**src/rtl/uart_io_responder_if.sv**
```systemverilog
// Request channel between the io core (master) and the UART responder (slave):
// order/accepted/done handshake plus write and read data words.
interface uart_io_responder_if;
   logic        order;
   logic [1:0]  size;
   logic        write_flag;
   logic [31:0] o_data;
   logic        accepted;
   logic        done;
   logic [31:0] i_data;

   modport master (
      output order,
      output size,
      output write_flag,
      output o_data,
      input  accepted,
      input  done,
      input  i_data
   );

   modport slave (
      input  order,
      input  size,
      input  write_flag,
      input  o_data,
      output accepted,
      output done,
      output i_data
   );
endinterface

```
**src/rtl/uart_io_responder.sv**
```systemverilog
// UART request responder: serialises 1-4 byte writes to the tx stream, assembles reads from rx.
// Optional macro UART_IO_RX_FIFO_EN selects a DEPTH-entry receive FIFO instead of one byte.
module uart_io_responder #(
   parameter int unsigned DEPTH = 16
) (
   input  logic               clk,
   input  logic               rstn,
   uart_io_responder_if.slave bus,
   output logic [7:0]         tx_data,
   output logic               tx_valid,
   input  logic               tx_ready,
   input  logic [7:0]         rx_data,
   input  logic               rx_valid,
   output logic               rx_overflow
);

   typedef enum logic [1:0] {StIdle, StTx, StRx, StFin} state_e;

   state_e      state_q, state_d;
   logic [1:0]  size_q, size_d;
   logic [1:0]  cnt_q, cnt_d;
   logic [31:0] wdata_q, wdata_d;
   logic [31:0] idata_q, idata_d;
   logic        done_q, done_d;
   logic        txv_q, txv_d;
   logic [7:0]  txd_q, txd_d;
   logic        ovf_q, ovf_d;

   logic        fifo_empty;
   logic        fifo_full;
   logic        fifo_pop;
   logic        fifo_push;
   logic [7:0]  fifo_rdata;

   // Popping uses the registered empty flag, so a byte pushed this cycle is never bypassed.
   assign fifo_pop  = (state_q == StRx) && !fifo_empty;
   assign fifo_push = rx_valid && (!fifo_full || fifo_pop);

`ifdef UART_IO_RX_FIFO_EN
   localparam int unsigned AW = $clog2(DEPTH);

   logic [AW:0] wptr_q, wptr_d;
   logic [AW:0] rptr_q, rptr_d;
   logic [7:0]  mem_q [DEPTH];

   assign fifo_empty = (wptr_q == rptr_q);
   assign fifo_full  = (wptr_q[AW] != rptr_q[AW]) && (wptr_q[AW-1:0] == rptr_q[AW-1:0]);
   assign fifo_rdata = mem_q[rptr_q[AW-1:0]];

   always_comb begin
      wptr_d = wptr_q + {{AW{1'b0}}, fifo_push};
      rptr_d = rptr_q + {{AW{1'b0}}, fifo_pop};
   end

   always_ff @(posedge clk or negedge rstn) begin
      if (!rstn) begin
         wptr_q <= '0;
         rptr_q <= '0;
      end else begin
         wptr_q <= wptr_d;
         rptr_q <= rptr_d;
      end
   end

   // Storage needs no reset: the pointers alone define which entries are live.
   always_ff @(posedge clk) begin
      if (fifo_push) begin
         mem_q[wptr_q[AW-1:0]] <= rx_data;
      end
   end
`else
   logic [7:0] buf_q, buf_d;
   logic       full_q, full_d;
   logic       unused_depth;

   assign unused_depth = ^DEPTH;
   assign fifo_empty   = !full_q;
   assign fifo_full    = full_q;
   assign fifo_rdata   = buf_q;

   always_comb begin
      buf_d  = buf_q;
      full_d = full_q;
      if (fifo_pop) begin
         full_d = 1'b0;
      end
      if (fifo_push) begin
         buf_d  = rx_data;
         full_d = 1'b1;
      end
   end

   always_ff @(posedge clk or negedge rstn) begin
      if (!rstn) begin
         buf_q  <= 8'h00;
         full_q <= 1'b0;
      end else begin
         buf_q  <= buf_d;
         full_q <= full_d;
      end
   end
`endif

   always_comb begin
      state_d = state_q;
      size_d  = size_q;
      cnt_d   = cnt_q;
      wdata_d = wdata_q;
      idata_d = idata_q;
      ovf_d   = ovf_q | (rx_valid & fifo_full & ~fifo_pop);

      unique case (state_q)
         StIdle: begin
            if (bus.order) begin
               size_d  = bus.size;
               wdata_d = bus.o_data;
               cnt_d   = 2'd0;
               if (bus.write_flag) begin
                  state_d = StTx;
               end else begin
                  state_d = StRx;
                  // Lanes above the requested size read back as zero.
                  for (int i = 1; i < 4; i++) begin
                     if (i > int'(bus.size)) begin
                        idata_d[8*i +: 8] = 8'h00;
                     end
                  end
               end
            end
         end
         StTx: begin
            if (tx_ready) begin
               cnt_d = cnt_q + 2'd1;
               if (cnt_q == size_q) begin
                  state_d = StFin;
               end
            end
         end
         StRx: begin
            if (fifo_pop) begin
               idata_d[{cnt_q, 3'b000} +: 8] = fifo_rdata;
               cnt_d = cnt_q + 2'd1;
               if (cnt_q == size_q) begin
                  state_d = StFin;
               end
            end
         end
         StFin: begin
            state_d = StIdle;
         end
         default: begin
            state_d = StIdle;
         end
      endcase

      // Outputs are registered from the next state so they line up with the state they describe.
      done_d = (state_d == StFin);
      txv_d  = (state_d == StTx);
      txd_d  = txv_d ? wdata_d[{cnt_d, 3'b000} +: 8] : 8'h00;
   end

   always_ff @(posedge clk or negedge rstn) begin
      if (!rstn) begin
         state_q <= StIdle;
         size_q  <= 2'd0;
         cnt_q   <= 2'd0;
         wdata_q <= 32'h0;
         idata_q <= 32'h0;
         done_q  <= 1'b0;
         txv_q   <= 1'b0;
         txd_q   <= 8'h00;
         ovf_q   <= 1'b0;
      end else begin
         state_q <= state_d;
         size_q  <= size_d;
         cnt_q   <= cnt_d;
         wdata_q <= wdata_d;
         idata_q <= idata_d;
         done_q  <= done_d;
         txv_q   <= txv_d;
         txd_q   <= txd_d;
         ovf_q   <= ovf_d;
      end
   end

   assign bus.accepted = (state_q == StIdle) && bus.order;
   assign bus.done     = done_q;
   assign bus.i_data   = idata_q;
   assign tx_valid     = txv_q;
   assign tx_data      = txd_q;
   assign rx_overflow  = ovf_q;

endmodule

```
**src/flat_wrapper.sv**
```systemverilog
// flat-port wrapper written by rule: the top's interface ports become plain ports
module uart_io_responder_flat 
#(
   parameter int unsigned DEPTH = 16
)
  (clk, rstn, tx_data, tx_valid, tx_ready, rx_data, rx_valid, rx_overflow, bus_order, bus_size, bus_write_flag, bus_o_data, bus_accepted, bus_done, bus_i_data);
  uart_io_responder_if bus_i ();
  input  logic clk;
  input  logic rstn;
  output logic [7:0] tx_data;
  output logic tx_valid;
  input  logic tx_ready;
  input  logic [7:0] rx_data;
  input  logic rx_valid;
  output logic rx_overflow;
  input wire logic [$bits(bus_i.order)-1:0] bus_order;
  input wire logic [$bits(bus_i.size)-1:0] bus_size;
  input wire logic [$bits(bus_i.write_flag)-1:0] bus_write_flag;
  input wire logic [$bits(bus_i.o_data)-1:0] bus_o_data;
  output wire logic [$bits(bus_i.accepted)-1:0] bus_accepted;
  output wire logic [$bits(bus_i.done)-1:0] bus_done;
  output wire logic [$bits(bus_i.i_data)-1:0] bus_i_data;
  assign bus_i.order = bus_order;
  assign bus_i.size = bus_size;
  assign bus_i.write_flag = bus_write_flag;
  assign bus_i.o_data = bus_o_data;
  assign bus_accepted = bus_i.accepted;
  assign bus_done = bus_i.done;
  assign bus_i_data = bus_i.i_data;
  uart_io_responder #(.DEPTH(DEPTH)) u_core (.clk(clk), .rstn(rstn), .bus(bus_i), .tx_data(tx_data), .tx_valid(tx_valid), .tx_ready(tx_ready), .rx_data(rx_data), .rx_valid(rx_valid), .rx_overflow(rx_overflow));
endmodule
```
**config.mk**
```make
export PLATFORM = sky130hd
export DESIGN_NAME = uart_io_responder_flat
export DESIGN_NICKNAME = d
export VERILOG_FILES = /design/src/rtl/uart_io_responder_if.sv /design/src/rtl/uart_io_responder.sv /design/src/flat_wrapper.sv
export SDC_FILE = /design/constraint.sdc
export NUM_CORES = 1
export LEC_CHECK = 0
export ABC_AREA = 1
export ABC_CLOCK_PERIOD_IN_PS = 1800
export CORE_ASPECT_RATIO = 0.75
export CORE_MARGIN = 2
export CORE_UTILIZATION = 45
export CTS_CLUSTER_DIAMETER = 50
export DETAILED_ROUTE_END_ITERATION = 7
export PLACE_DENSITY = 0.86
export SYNTH_ARGS = -nofsm -noshare
export SYNTH_HDL_FRONTEND = slang
export SYNTH_SLANG_ARGS = --single-unit
```
**constraint.sdc**
```tcl
create_clock -name clk -period 1.8 [get_ports clk]
set_input_delay 0.45 -clock clk [delete_from_list [all_inputs] [get_ports clk]]
set_output_delay 0.45 -clock clk [all_outputs]
set_load 0.01 [all_outputs]
```
==> out/qor.txt <==
Hpwl dp -> 8390 um
Ys flop type -> dfrtp_1
TritonCTS Buffers -> 9
N_diodes -> 0
Power per cell area -> 1670 mW/mm2
Antenna-violating nets left -> 0
Residual DRC -> 0
Vias in the first global route -> 3715
Worst path max stage delay -> 0.58 ns
Die Ht -> 86.8 um
Clk root buf -> clkbuf_16
Sequential power share -> 32.4%
Core ar. -> 0.00897 mm2
CP top delay family -> buffers and inverters
Die Area -> 0.00993 mm2
Status -> finished, final reports clean
Dpl cell area -> 0.00542 mm2
Max IR drop VDD -> 0.699 mV
FF+latch count, synth -> 90
P_int -> 5670 uW
Initial antenna violation count -> 0
Crit start category -> flip-flop
# hold bufs at CTS -> 0
Unrepaired setup endpoints after global routing -> true
Power Total -> 9600 uW
Switching pwr -> 3930 uW
Peak Freq -> 578 MHz
Cell area after synthesis -> 0.00412 mm2
GRT Total Usage -> 24.0%
Die width -> 114 um
Critical path type -> flip-flop to primary output
Syn nets -> 529
Total Wirelength -> 11600 um
Cells after synthesis -> 476
Hold Worst Slack -> 0.0410 ns
Yosys cell types -> 31
IO Count -> 92
DR iter-0 viols -> 349
Leakage -> 0.00283 uW
TritonCTS clock tree -> yes
Row cnt -> 30
Measured slew at the worst slew-check pin -> 0.458 ns
Syn avg cell area -> 8.65 um2
Finished Layout Cells -> 719
Hold Path Class -> input pin to asynchronous set/reset pin
Clk pin slew, worst setup/hold paths -> 0.06 ns
CP Buf/Inv Count -> 1
WP data arrival -> 1.28 ns
Initial Utilization -> 45.9%
H-tree levels -> 3
Asr flop ratio synth -> 100%
Final setup vio count -> 0
Period Utilization, post-route -> 96.1%
Gate power share -> 49.1%
Insertion delay to the later sink of the worst-skew pair -> 0.34 ns
DRT Pass-1 Iters -> 6
Largest fanout on the critical path -> 2
Final Max Slew Viols -> 0
Total gr overflow -> 0
Switching Fraction -> 41.0%
Placed cells -> 701
Critical path's slowest cell -> clkdlybuf4s50_1
Clk_skew -> 0.00449 ns
Largest net degree at the start of global routing -> 36
Vias/cell -> 5.21
Post-route cell area -> 0.00575 mm2
Layout cell share with drive strength beyond 1 -> 14.0%
Via total after detailed routing -> 3747
Nets -> 655
Final setup TNS -> 0 ns
Final min period -> 1.73 ns
Port bufs -> 91
CP required -> 1.35 ns
Final hold vios -> 0
Worst-path cell chain -> clkdlybuf4s50_1
CP endpoint kind -> primary output
Clk sinks -> 90
Yosys warnings -> 0
Sequential area share after synthesis -> 54.7%
Max_slew headroom -> 69.3%
Max-cap violations -> 0
Routability cong. -> 0.892
First-pass GRT wire length -> 18400 um
Routed len/inst -> 16.1 um
Area Overhead vs Synth -> 39.7%
Number of flops mapped to enable cells by yosys -> 0
# fillers -> 645
Clock power frac -> 18.6%
Bufs on Longest Clock Path -> 2
stage by stage:
stage / utilization [%] / setup slack [ns]
detailed placement: 60.4 / -0.299
global placement: 60.4 / -0.284
finish: 64.1 / 0.0699
floorplan: - / 0.0649
CTS: 63.6 / 0.0285
global route: 64.1 / -0.0216
flip-flops by register name (all words and copies together), names as in the netlist:
| signal | cells |
|---|---|
| u_core.cnt_q | 2 |
| u_core.bus.i_data | 32 |
| u_core.tx_valid | 1 |
| u_core.fifo_full | 1 |
| u_core.wdata_q | 32 |
| u_core.buf_q | 8 |
| u_core.size_q | 2 |
| u_core.tx_data | 8 |
| u_core.bus.done | 1 |
| u_core.rx_overflow | 1 |
| u_core.state_q | 2 |
cells in the final DEF (no fill, tap or decap), drive strengths merged:
cell type,netlist,final
nand2,102,102
inv,95,96
dfrtp,90,90
clkdlybuf4s50,0,89
o21ai,69,69
nand3,54,54
buf,7,38
nor2,14,14
clkbuf,6,12
a21oi,9,9
mux2,8,8
o22ai,8,8
ha,5,5
clkinv,1,3
xnor2,2,2
clkinvlp,0,2
nor3,2,2
nand4,1,1
o221ai,1,1
o21bai,1,1
a211oi,1,1
metal layers:
layer,GRT usage [%],routed length [um],up-vias
met5,0,0,-
met4,5.99,153,0
met3,5.52,811,19
met2,38.2,5550,167
met1,33.7,5050,1804
li1,-,-,1757
final timing paths:
check,startpoint,slack (ns),to,depth (start not counted)
max,u_core.bus.i_data[18],0.07,bus_i_data[18],1
min,rstn,0.04,u_core.wdata_q[7],1
max reg2reg,u_core.state_q[1],0.10,u_core.tx_data[0],11
min reg2reg,u_core.rx_overflow,0.48,u_core.rx_overflow,1
max in group asynchronous,rstn,1.22,u_core.cnt_q[1],2
min in group clk,u_core.rx_overflow,0.48,u_core.rx_overflow,1
cell type report:
cell class | count | area [um2] | share of cell area, %
tap | 112 | 140 | 2.44
clock inverter | 5 | 37.5 | 0.653
timing repair buffer | 128 | 1230 | 21.4
multi-input combinational | 277 | 1470 | 25.6
clock buffer | 11 | 253 | 4.40
sequential | 90 | 2250 | 39.2
inverter | 96 | 360 | 6.27
logic make-up after synthesis:
logic type	share of synthesized area (%)
flip-flops	54.7
AND/OR/NAND/NOR	19.2
XOR/XNOR	0.426
multiplexers	2.19
buffers and inverters	10.2
adder cells (fa/ha/maj)	1.52
AO/OA/AOI/OAI	11.7
Yosys cell counts (all sizes together) (2+ instances only):
| cell | instances | share of area, % |
|---|---|---|
| nor3 | 2 | 0.36 |
| buf | 7 | 0.88 |
| ha | 5 | 1.5 |
| clkbuf | 6 | 0.55 |
| mux2 | 8 | 2.2 |
| xnor2 | 2 | 0.43 |
| dfrtp | 90 | 55 |
| nand2 | 102 | 9.7 |
| o21ai | 69 | 8.4 |
| inv | 95 | 8.7 |
| a21oi | 9 | 1.1 |
| nor2 | 14 | 1.6 |
| nand3 | 54 | 7.1 |
| o22ai | 8 | 1.4 |
power groups by stage:
| stage | logic [uW] | registers (uW) | clock network [uW] |
|---|---|---|---|
| floorplan | 2480 | 3150 | 0 |
| CTS | 4490 | 3090 | 1800 |
| global placement | 4200 | 3080 | 0 |
| global route | 5160 | 3180 | 1890 |
| detailed placement | 4410 | 3120 | 0 |
| finish | 4710 | 3110 | 1780 |
timing repair:
action / in CTS / in global routing
gates resized for setup: 1 / 25
setup endpoints to repair: 1 / 27
setup buffers: 0 / 2
(Power assumes the default switching activity.)
